<file path="src/rtl/delay_pkg.sv">
// delay_pkg: shared constants and helpers for the programmable delay line
package delay_pkg;
  localparam int BYPASS_DELAY = 0;
  function automatic int dw_for(input int max_depth);
    return $clog2(max_depth + 1);
  endfunction
  function automatic int clamp_delay(input int value, input int lim);
    return value > lim ? lim : value;
  endfunction
endpackage

</file>
<file path="src/rtl/delay_stage.sv">
// delay_stage: one data+valid register with enable and synchronous valid clear
module delay_stage #(
  parameter int WIDTH = 8
) (
  input  logic             clk,
  input  logic             reset,
  input  logic             en,
  input  logic             clr,
  input  logic [WIDTH-1:0] d,
  input  logic             dv,
  output logic [WIDTH-1:0] q,
  output logic             qv
);
  always_ff @(posedge clk) begin
    if (!reset) begin
      q  <= '0;
      qv <= 1'b0;
    end else if (clr) begin
      qv <= 1'b0;
    end else if (en) begin
      q  <= d;
      qv <= dv;
    end
  end
endmodule

</file>
<file path="src/rtl/delay_line.sv">
// delay_line: run-time programmable delay of a data word and its valid bit
module delay_line import delay_pkg::*; #(
  parameter  int WIDTH         = 8,
  parameter  int MAX_DEPTH     = 16,
  parameter  int DEFAULT_DELAY = 1,
  localparam int DW            = dw_for(MAX_DEPTH)
) (
  input  logic             clk,
  input  logic             reset,
  input  logic             en,
  input  logic             flush,
  input  logic [WIDTH-1:0] d,
  input  logic             d_valid,
  input  logic [DW-1:0]    delay,
  output logic [WIDTH-1:0] q,
  output logic             q_valid,
  output logic             primed
);
  logic [DW-1:0]    delay_c, delay_r, fill_cnt;
  logic [WIDTH-1:0] s [0:MAX_DEPTH];
  logic             v [0:MAX_DEPTH];
  logic             clr, shift;
  always_comb begin
    delay_c = DW'(clamp_delay(int'(delay), MAX_DEPTH));
    clr     = flush | (delay_c != delay_r);
    shift   = en & ~clr;
  end
  // slot 0 is the live input so index 0 of the output mux is bypass
  assign s[0] = d;
  assign v[0] = d_valid;
  for (genvar k = 1; k <= MAX_DEPTH; k++) begin : g_stage
    delay_stage #(.WIDTH(WIDTH)) u_stage (
      .clk  (clk),
      .reset(reset),
      .en   (shift),
      .clr  (clr),
      .d    (s[k-1]),
      .dv   (v[k-1]),
      .q    (s[k]),
      .qv   (v[k])
    );
  end
  always_ff @(posedge clk) begin
    if (!reset) begin
      delay_r  <= DW'(DEFAULT_DELAY);
      fill_cnt <= '0;
    end else if (clr) begin
      fill_cnt <= '0;
      if (!flush) delay_r <= delay_c;
    end else if (en && fill_cnt != DW'(MAX_DEPTH)) begin
      fill_cnt <= fill_cnt + 1'b1;
    end
  end
  assign q       = s[delay_r];
  assign q_valid = v[delay_r];
  assign primed  = (delay_r == DW'(BYPASS_DELAY)) || (fill_cnt >= delay_r);
endmodule
</file>
<file path="config.mk">
export PLATFORM = sky130hd
export DESIGN_NAME = delay_line
export DESIGN_NICKNAME = d
export VERILOG_FILES = /design/src/rtl/delay_pkg.sv /design/src/rtl/delay_stage.sv /design/src/rtl/delay_line.sv
export SDC_FILE = /design/constraint.sdc
export NUM_CORES = 1
export LEC_CHECK = 0
export ABC_AREA = 1
export CAP_MARGIN = 10
export CORE_UTILIZATION = 67
export DETAILED_ROUTE_END_ITERATION = 12
export GPL_ROUTABILITY_DRIVEN = 0
export PLACE_DENSITY = 0.9
export RECOVER_POWER = 100
export SLEW_MARGIN = 10
export SYNTH_ARGS = -nofsm -noshare
export SYNTH_HDL_FRONTEND = slang
export SYNTH_SLANG_ARGS = --single-unit
</file>
<file path="constraint.sdc">
create_clock -name clk -period 5.2 [get_ports clk]
set_clock_uncertainty 0.15 [all_clocks]
set_input_delay 1.3 -clock clk [delete_from_list [all_inputs] [get_ports clk]]
set_output_delay 1.3 -clock clk [all_outputs]
set_load 0.01 [all_outputs]
</file>
==> run metrics, run 1 <==
initial antenna violation count=0; P_leak=4.41 nW; Critical Path RT=5.42 ns; reg2reg start=delay_r[0]; vias per cell=5.49; CTS clk-pin slew, worst paths=0.06 ns; Simple-Gate Fraction of Synth Area=0.345; Adder-Cell Fraction of Synth Area=0.0101; critical path endpoint category=flip-flop; drt first pass iters=5; most used cell, CP=clkbuf_2; DPL Wire Length=11900 um; Seq/Total Area, Yosys=0.355; drt wl/cell=13.6 um; Die Wd=116 um; Initial Utilization=0.688; startpoint types=primary input; CTS Root Cell=clkbuf_16; Final Worst Setup Slack=0.571 ns; cts bufs inserted=17; max cap viols=3; largest net degree at the start of global routing=93; Place WS=0.671 ns; post-route setup TNS=0 ns; worst-path cell chain=dlygate4sd3_1 -> inv_2 -> nand3_1 -> clkbuf_2 -> clkbuf_2 -> nand2_1 -> inv_1 -> nor2_1; CTS tree=done; Reg2Reg Depth=12; ANT cells=0; H-tree depth=4; crit-path max FO=78; final setup vio count=0; Post-Synth XOR/XNOR Area=0.00303; Synth Area in Compound Gates=0.105; Synth Instances=1432; port bufs=27; post-synth top area share=0.355; Die Area=13400 um^2; Area Overhead vs Synth=8.90%; vias in the first global route=7898; slowest stage delay, CP=0.96 ns; area of the core=12600 um^2; post-CTS setup buffer count=0; Total Power=2.93 mW; total gr overflow=0; post-synth top area cell=dfxtp_1; Slew Limit Fails=233; Avg Inst Size Synth=6.06 um^2; reg2reg setup slack=1.41 ns; worst skew pair latency=0.43 ns; routed wl met3=1570 um; NumNets Final=1413; ranking of synthesized cells by area=dfxtp_1, nand2_1, inv_1; Netlist cell types=28; total track usage=0.337; Synth Cell Area=8680 um^2; Max-slew headroom=-0.491; DRT iter0 DRCs=1136; final period utilization=0.890; Max Used Layer=met4; Seq cells post-synth=154; Die H=116 um; Final Hold Fails=0; met2 WL=10300 um; Hold Crit Depth=2; Buf+Inv Stages, Crit Path=5; Min-Delay Endpoint=g_stage[16].u_stage.qv; Clock Path Buffers=2; top-level I/O count=28; Period minus WS final=4.63 ns; # rows=41; Detail Route Antenna Nets=0; via count=8628; fraction of layout cells with a size suffix above 1=0.0364; R2R Path End=g_stage[2].u_stage.q[7]; Slew @ Worst Pin=2.23 ns; pwr dens=310 nW/um^2; RSZ-0062 raised after global routing=no; critical path type=primary input to flip-flop; global-route wire length before repair=36000 um; Routed WL=21300 um; delay-heaviest family, CP=buffers and inverters; mux cell area share after synthesis=0.00115; largest family of logic cells by synthesized area=simple AND/OR/NAND/NOR gates; status=finished with violations; DRT met1 WL=8800 um; Worst path slowest cell=inv_2; Max Fclk=216 MHz; CP arrival=4.84 ns; detailed-route DRC error count=0; Syn. warnings=0; Min-Delay Path Class=flip-flop to flip-flop; CTS Sinks=154; failing checks=capacitance limit, slew limit; Hold Path Origin=g_stage[16].u_stage.qv; Post-Syn Nets=1457; Worst IR Drop VDD=0.247 mV; PostCTS Resize Cnt=0; cts hold-fix bufs=0
sequential cells by signal, summed over array words and instances (netlist names):
| register | flops |
|---|---|
| delay_r | 5 |
| fill_cnt | 5 |
| g_stage.u_stage.q | 128 |
| g_stage.u_stage.qv | 16 |
metrics by stage:
step | cell area, um^2 | util | hold slack, ns | std cells
floorplan | 8680 | - | 0.272 | 1432
global placement | 8880 | 0.704 | 0.296 | 1541
detailed placement | 8880 | 0.704 | 0.296 | 1541
CTS | 9490 | 0.752 | 0.317 | 1573
global route | 9450 | 0.749 | 0.336 | 1573
finish | 9450 | 0.749 | 0.316 | 1573
layer usage:
metal | vias to the layer above | global-route usage
met2 | 316 | 0.562
li1 | 4367 | -
met4 | 0 | 0.157
met1 | 3886 | 0.415
met3 | 59 | 0.0748
met5 | - | 0
report_power, final:
group          switching, mW  total (mW)  leakage [nW]  internal (mW)
clock                  0.494        1.29         0.286          0.800
sequential            0.0127        1.22          1.24           1.21
combinational          0.283       0.420          2.88          0.136
total                  0.790        2.93          4.41           2.14
cell usage after synthesis:
cell and count:
clkinv_1 1, a31oi_1 1, nor3_1 1, clkbuf_1 40
o221ai_1 1, nor2_2 1, a21boi_0 1, o21ai_0 79
dfxtp_1 154, nor3b_1 1, buf_2 25, nand3_2 1
nor4_1 1, nor2_1 147, nand3_1 43, nand4_1 145
o22ai_1 1, xor2_1 3, o211ai_1 6, nand2_1 340
ha_1 7, buf_1 42, inv_1 298, a21oi_1 87
o21a_1 1, inv_2 3, nand3b_1 1, mux2i_1 1
how the worst max path moves through the flow:
stage / cells after the start / endpoint / slack (ns) / start
5_1_grt: 8 / g_stage[2].u_stage.q[7] / 0.32 / flush
3_5_place_dp: 6 / q[2] / 0.67 / d[2]
3_3_place_gp: 6 / q[2] / 0.68 / d[2]
4_1_cts: 6 / q[2] / 0.64 / d[2]
6_report: 8 / g_stage[2].u_stage.q[7] / 0.57 / flush
2_1_floorplan: 6 / q[0] / 1.96 / d[0]
area by class of cell:
cell class / instances / area [um^2]
Inverter: 302 / 1130
Multi-Input combinational cell: 869 / 4020
Clock inverter: 12 / 174
Clock buffer: 20 / 437
Fill cell: 1025 / 3170
Sequential cell: 154 / 3080
Tap cell: 172 / 215
Timing Repair Buffer: 44 / 385
worst reg2reg max path, stage by stage (launching register included):
cell,delay [ns]
dfxtp_2,0.34
clkbuf_4,0.74
nand2_1,0.14
nand2_1,0.10
clkinv_1,0.06
nand3_1,0.10
nor2_1,0.09
nand3_1,0.11
clkbuf_2,0.86
clkbuf_2,0.72
nand2_1,0.13
inv_1,0.10
nor2_1,0.05
layout by cell type, fill, tap and decap left out:
cell type	count
clkbuf_4	1
xor2_1	3
nor2_1	148
bufinv_16	4
clkdlybuf4s50_1	14
clkinv_2	3
mux2i_1	1
dlygate4sd3_1	11
nand2_1	340
o221ai_1	1
o21ai_0	79
nor3_1	1
nand3b_1	1
a21boi_0	1
nor3b_1	1
inv_2	3
o21a_1	1
clkbuf_16	17
clkinv_1	1
nand4_1	145
ha_1	7
nand3_1	44
clkbuf_1	3
clkbuf_2	5
dlymetal6s2s_1	1
o211ai_1	6
a21oi_1	87
buf_4	12
dfxtp_1	153
a31oi_1	1
clkinvlp_4	4
clkinv_4	1
inv_1	298
dfxtp_2	1
o22ai_1	1
nor4_1	1
logic make-up (layout without fill, tap and decap cells):
| group | count (synthesis) | count (layout) |
|---|---|---|
| buf+inv | 409 | 378 |
| compound gates | 177 | 177 |
| simple gates | 681 | 681 |
| fa+ha+maj | 7 | 7 |
| xor+xnor | 3 | 3 |
| mux | 1 | 1 |
| flops | 154 | 154 |
Note: power is estimated with default switching activity, not from simulation.
==> inputs of run 2 (changes only) <==
--- a/config.mk
+++ b/config.mk
@@ -7,6 +7,7 @@
 export LEC_CHECK = 0
 export ABC_AREA = 1
 export CAP_MARGIN = 10
+export CORE_MARGIN = 2
 export CORE_UTILIZATION = 67
 export DETAILED_ROUTE_END_ITERATION = 12
 export GPL_ROUTABILITY_DRIVEN = 0
==> run 2 against run 1 <==
Against the previous run:
- the run still ends with capacitance limit, slew limit left
- clock power down 12%
- register-to-register slack better by 0.10 ns
- setup slack gained 0.032 ns
==> run metrics, run 2 (synthesis gave the netlist of run 1 again) <==
Internal=2.01 mW (-6.4%); reg2reg setup slack=1.51 ns (+0.10 ns); Routed WL=21600 um (+1.2%); drt first pass iters=6 (+1); initial antenna violation count=0 (unchanged); Max Fclk=218 MHz (+0.70%); Final Worst Setup Slack=0.603 ns (+0.0323 ns); most frequent cells in the layout=nand2_1, inv_1, dfxtp_1; delay-heaviest family, CP=buffers and inverters; CTS Sinks=154 (unchanged); sequential power share=0.438 (+0.022); Detail Route Antenna Nets=0 (unchanged); combinational group share of total power=0.151 (+0.008); NumNets Final=1413 (unchanged); vias per cell=5.49 (+0.13%); Reg2Reg Depth=11 (-1); most used cell, CP=o21ai_0; Initial Utilization=0.688 (unchanged); PostCTS Resize Cnt=0 (unchanged); ANT cells=0 (unchanged); P_leak=4.37 nW (-0.73%); Final Hold Fails=0 (unchanged); CTS clk-pin slew, worst paths=0.06 ns (about the same); failing checks=capacitance limit, slew limit; final setup vio count=0 (unchanged); fraction of layout cells with a size suffix above 1=0.0322 (-0.00424); Min-Delay Path Class=flip-flop to flip-flop; area of the core=12600 um^2 (unchanged); CTS tree=done; # rows=41 (unchanged); startpoint types=primary input; Slew Limit Fails=232 (-0.43%); Die H=118 um (+1.7%); total gr overflow=0 (unchanged); slowest stage delay, CP=0.62 ns (-0.34 ns); Die Area=13900 um^2 (+3.5%); R2R Path End=g_stage[2].u_stage.q[1]; Slew @ Worst Pin=1.79 ns (-0.441 ns); final period utilization=0.884 (-0.00621); commonest non-fill, non-tap cell in the layout=nand2_1; cts bufs inserted=17 (unchanged); worst-path cell chain=clkdlybuf4s50_1 -> o21ai_0 -> a21oi_1 -> o21ai_0 -> o21ai_0 -> dlygate4sd3_1; crit-path max FO=2 (-97%); post-route setup TNS=0 ns (unchanged); Clk pwr share=0.411 (-0.030); detailed-route DRC error count=0 (unchanged); Hold Path Origin=g_stage[16].u_stage.qv; Clock Path Buffers=2 (unchanged); drt wl/cell=13.7 um (+1.3%); CP arrival=3.15 ns (-1.69 ns); switching power=0.776 mW (-1.7%); Post-DP Area=8910 um^2 (+0.28%); worst skew pair latency=0.44 ns (about the same); reg2reg start=delay_r[0]; Fillers=1046 (+2.0%); critical path type=primary input to output pin; Inst Count DP=1541 (unchanged); Critical Path RT=3.75 ns (-1.67 ns); global-route wire length before repair=35800 um (-0.40%); Max-slew headroom=-0.194 (+0.297); Hold Crit Depth=2 (unchanged); pwr dens=296 nW/um^2 (-4.5%); Largest regs=g_stage.u_stage.q: 128 flops, g_stage.u_stage.qv: 16 flops; Total Power=2.78 mW (-5.1%); total track usage=0.309 (-0.0280); max reg flops=128 (unchanged); H-tree depth=4 (unchanged); RSZ-0062 raised after global routing=no; Place WS=0.651 ns (-0.0200 ns); Period minus WS final=4.60 ns (-0.0323 ns); Worst IR Drop VDD=0.263 mV (+6.7%); DRT iter0 DRCs=1035 (-8.9%); vias in the first global route=7768 (-1.6%); Min-Delay Endpoint=g_stage[16].u_stage.qv; critical path endpoint category=output pin; max cap viols=2 (-1); Worst path slowest cell=dlygate4sd3_1; Die Wd=118 um (+1.7%); Area Overhead vs Synth=8.23%; DPL Wire Length=11700 um (-1.4%); cts hold-fix bufs=0 (unchanged); status=finished with violations; Buf+Inv Stages, Crit Path=2 (-3); port bufs=27 (unchanged); fin cells=1571 (-0.13%); post-CTS setup buffer count=0 (unchanged); largest net degree at the start of global routing=147 (+58%); via count=8628 (unchanged); Biggest register=g_stage.u_stage.q; top-level I/O count=28 (unchanged); Design Area, Final=9390 um^2 (-0.61%); CTS Root Cell=clkbuf_16; Sw Share=0.279 (+0.00959)
-- run 2: power groups by stage --
stage / clock network (mW) / logic, mW / registers (mW)
6_report: 1.14 / 0.421 / 1.22
5_1_grt: 1.19 / 0.466 / 1.22
4_1_cts: 1.14 / 0.421 / 1.22
3_5_place_dp: 0 / 0.416 / 1.24
3_3_place_gp: 0 / 0.410 / 1.24
2_1_floorplan: 0 / 0.294 / 1.24
-- run 2: metrics by stage --
stage,utilization,hold slack [ns]
5_1_grt,0.744,0.323
2_1_floorplan,-,0.272
4_1_cts,0.748,0.297
3_5_place_dp,0.706,0.288
6_report,0.744,0.298
3_3_place_gp,0.706,0.283
-- run 2: worst max path at each step --
stage / cells past startpoint / slack, ns / startpoint / endpoint
after floorplan: 6 / 1.96 / d[0] / q[0]
after global placement: 6 / 0.67 / d[2] / q[2]
after detailed placement: 6 / 0.65 / d[2] / q[2]
after CTS: 6 / 0.65 / d[2] / q[2]
after global routing: 13 / 0.38 / delay[4] / g_stage[5].u_stage.q[1]
final: 6 / 0.60 / d[3] / q[3]
-- run 2: layout make-up --
cell class,instances,area [um^2],share of cell area
Sequential cell,154,3080,0.328
Multi-Input combinational cell,869,4030,0.429
Timing Repair Buffer,44,404,0.0430
Clock buffer,28,517,0.0550
Inverter,302,1140,0.121
Clock inverter,2,10.0,0.00107
Tap cell,172,215,0.0229
-- run 2: metal layers --
metal / share of wire / GRT usage / vias up
met5: 0 / 0 / -
li1: - / - / 4370
met2: 0.48 / 0.504 / 333
met1: 0.41 / 0.385 / 3854
met3: 0.069 / 0.0766 / 71
met4: 0.036 / 0.142 / 0
-- run 2: tightest hold or removal path, stage by stage, from the launching register on --
cell     delay (ns)
dfxtp_1        0.31
inv_1          0.05
a21oi_1        0.05
==> inputs of run 3 (changes only) <==
--- a/config.mk
+++ b/config.mk
@@ -8,12 +8,13 @@
 export ABC_AREA = 1
 export CAP_MARGIN = 10
 export CORE_MARGIN = 2
-export CORE_UTILIZATION = 67
+export CORE_UTILIZATION = 56
 export DETAILED_ROUTE_END_ITERATION = 12
 export GPL_ROUTABILITY_DRIVEN = 0
-export PLACE_DENSITY = 0.9
+export PLACE_DENSITY = 0.81
 export RECOVER_POWER = 100
 export SLEW_MARGIN = 10
 export SYNTH_ARGS = -nofsm -noshare
 export SYNTH_HDL_FRONTEND = slang
+export SYNTH_HIERARCHICAL = 1
 export SYNTH_SLANG_ARGS = --single-unit
==> constraint.sdc (replaced) <==
create_clock -name clk -period 3.81 [get_ports clk]
set_clock_uncertainty 0.15 [all_clocks]
set_input_delay 0.9525 -clock clk [delete_from_list [all_inputs] [get_ports clk]]
set_output_delay 0.9525 -clock clk [all_outputs]
set_load 0.01 [all_outputs]
==> run 3 against run 2 <==
Against the previous run:
- the flow still finishes with violations (capacitance limit, slew limit)
- synthesized cell count is 6.8% lower
- combinational power down 4%
- area after synthesis is 3.1% lower
- clock power is 41% higher
- sequential power rose by 34%
- first-iteration DRC count down 18%
- core utilization down 11 points
- setup slack worse by 0.49 ns
- largest cell class unchanged
- largest power group unchanged
==> run metrics, run 3 <==
Die H=127 um (+7.4%); final period utilization=0.971; max cap viols=1 (-1); port bufs=27 (unchanged); main flop type after synthesis=dfxtp_1; Final Hold Fails=0 (unchanged); CP arrival=2.60 ns (-0.55 ns); top-level I/O count=28 (unchanged); most frequent cells in the layout=nor2_1, nand2_1, inv_1; crit-path max FO=2 (unchanged); Routed WL=21400 um (-1.1%); NumNets Final=1363 (-3.5%); Detail Route Antenna Nets=0 (unchanged); Avg Inst Size Synth=6.30 um^2 (+3.9%); Largest regs=g_stage.u_stage/q: 128 flops, g_stage.u_stage/qv: 16 flops; Slew @ Worst Pin=2.27 ns (+0.482 ns); CTS Root Cell=clkbuf_16; final setup vio count=0 (unchanged); CTS Sinks=154 (unchanged); P_leak=3.47 nW (-21%); Min-Delay Path Class=flip-flop to flip-flop; # rows=44 (+7.3%); worst skew pair latency=0.44 ns (about the same); Total Power=3.64 mW (+31%); Biggest register=g_stage.u_stage/q; initial antenna violation count=0 (unchanged); Period minus WS final=3.70 ns; Seq cells post-synth=154 (unchanged); top-count cell post-synth=nor2_1; Slew Limit Fails=52 (-78%); post-route setup TNS=0 ns (unchanged); cts bufs inserted=17 (unchanged); Post-synth top cells=nor2_1, nand2_1, dfxtp_1; Area Overhead vs Synth=9.79%; ANT cells=0 (unchanged); critical path type=primary input to output pin; pwr dens=395 nW/um^2 (+33%); Synth Cell Area=8410 um^2 (-3.1%); area of the core=14600 um^2 (+16%); Initial Utilization=0.576 (-0.111); startpoint types=primary input; Die Wd=127 um (+7.4%); Netlist cell types=32 (+14%); EDFF count, synth=0 (unchanged); total track usage=0.273 (-0.0360); post-synthesis async set-or-reset flop share=0 (unchanged); Die Area=16000 um^2 (+15%); Syn. warnings=6 (+6); CTS tree=done; largest family of logic cells by synthesized area=simple AND/OR/NAND/NOR gates; CTS clk-pin slew, worst paths=0.06 ns (about the same); fraction of layout cells with a size suffix above 1=0.0681 (+0.0359); failing checks=capacitance limit, slew limit; commonest non-fill, non-tap cell in the layout=nor2_1; cts hold-fix bufs=0 (unchanged); Fillers=1321 (+26%); H-tree depth=4 (unchanged); critical path endpoint category=output pin; Max Fclk=270 MHz; mux cell area share after synthesis=0.00372 (+0.00257); Synth Instances=1335 (-6.8%); DPL Wire Length=14500 um (+24%); Clock Path Buffers=2 (unchanged); Synth Area in Compound Gates=0.0875 (-0.0176); via count=8159 (-5.4%); max reg flops=128 (unchanged); post-synth top area cell=dfxtp_1; Max-slew headroom=-0.516 (-0.321); Worst IR Drop VDD=0.304 mV (+15%); Post-Synth XOR/XNOR Area=0.00417 (+0.00114); detailed-route DRC error count=0 (unchanged); post-synth top area share=0.367 (+0.0114); total gr overflow=0 (unchanged); Post-Syn Nets=1360 (-6.7%); drt first pass iters=5 (-1); Critical Path RT=2.71 ns (-1.04 ns); ranking of synthesized cells by area=dfxtp_1, nor2_1, nand2_1; Adder-Cell Fraction of Synth Area=0.0104 (+0.000323); DRT iter0 DRCs=847 (-18%); Simple-Gate Fraction of Synth Area=0.397 (+0.0525); RSZ-0062 raised after global routing=no; vias in the first global route=7378 (-5.0%); status=finished with violations; global-route wire length before repair=35800 um (-0.15%); drt wl/cell=13.9 um (+1.2%); Seq/Total Area, Yosys=0.367 (+0.0114); largest net degree at the start of global routing=76 (-48%); vias per cell=5.32 (-3.2%)
[run 3: cell count changes in the layout (fill, tap and decap cells not counted), sizes merged, moves of 17 or more]
cell	previous run	this run
o22ai	1	18
inv	301	189
nor2	148	385
nand3	44	155
nand4	145	2
a21oi	87	19
nand2	340	250
[run 3: final cells by class]
type / instances / area [um^2] / share of cell area
multi-input cells: 940 / 4220 / 0.457
flip-flops and latches: 154 / 3090 / 0.334
clock inverters: 15 / 129 / 0.0140
clock buffers: 17 / 425 / 0.0461
repair buffers: 45 / 467 / 0.0505
inverters: 180 / 676 / 0.0732
well taps: 184 / 230 / 0.0249
[run 3: report_power, final]
group	total, mW	internal [mW]	leakage, nW	switching (mW)
registers	1.63	1.61	1.24	0.0119
logic	0.404	0.145	1.95	0.259
clock network	1.61	0.859	0.278	0.753
total	3.64	2.62	3.47	1.02
[run 3: cells by family (layout without fill, tap and decap cells)]
group / count (synthesis) / in the layout
simple gates: 795 / 795
buf+inv: 241 / 257
flops: 154 / 154
compound gates: 131 / 131
fa+ha+maj: 7 / 7
xor+xnor: 4 / 4
mux: 3 / 3
[run 3: timing repair]
item                                    in CTS  in global routing
resized for setup                            1                  2
pin swaps                                    0                  1
endpoints found under the setup margin       9                  9
buffers inserted                             0                  1
[run 3: worst max-delay path: stages]
cell             delay, ns
clkdlybuf4s50_1       0.52
nor2_1                0.05
o22ai_1               0.12
nand2_1               0.07
nand3_1               0.13
nand2_1               0.06
nand2_1               0.08
dlygate4sd3_1         0.61
[run 3: stage by stage]
stage | hold WS (ns) | cells | instance area (um^2) | utilization | setup slack, ns
floorplan | 0.285 | 1335 | 8420 | - | 0.196
global placement | 0.296 | 1502 | 8690 | 0.596 | 0.194
detailed placement | 0.305 | 1502 | 8690 | 0.596 | 0.203
CTS | 0.315 | 1534 | 9250 | 0.634 | 0.0227
global route | 0.344 | 1535 | 9230 | 0.633 | 0.00506
finish | 0.317 | 1535 | 9230 | 0.633 | 0.112
[run 3: routing by layer]
metal  wire (um)  global-route usage
met4         534              0.0937
met1        9630               0.372
met5           0                   0
met3        1450              0.0531
met2        9740               0.434
[run 3: worst paths after layout]
check / slack, ns / cells after the start / from / endpoint
hold reg to reg: 0.32 / 2 / g_stage[16].u_stage/qv / g_stage[16].u_stage/qv
hold / removal: 0.32 / 2 / g_stage[16].u_stage/qv / g_stage[16].u_stage/qv
setup reg to reg: 0.80 / 12 / delay_r[3] / g_stage[2].u_stage/q[7]
setup / recovery: 0.11 / 8 / d_valid / q_valid
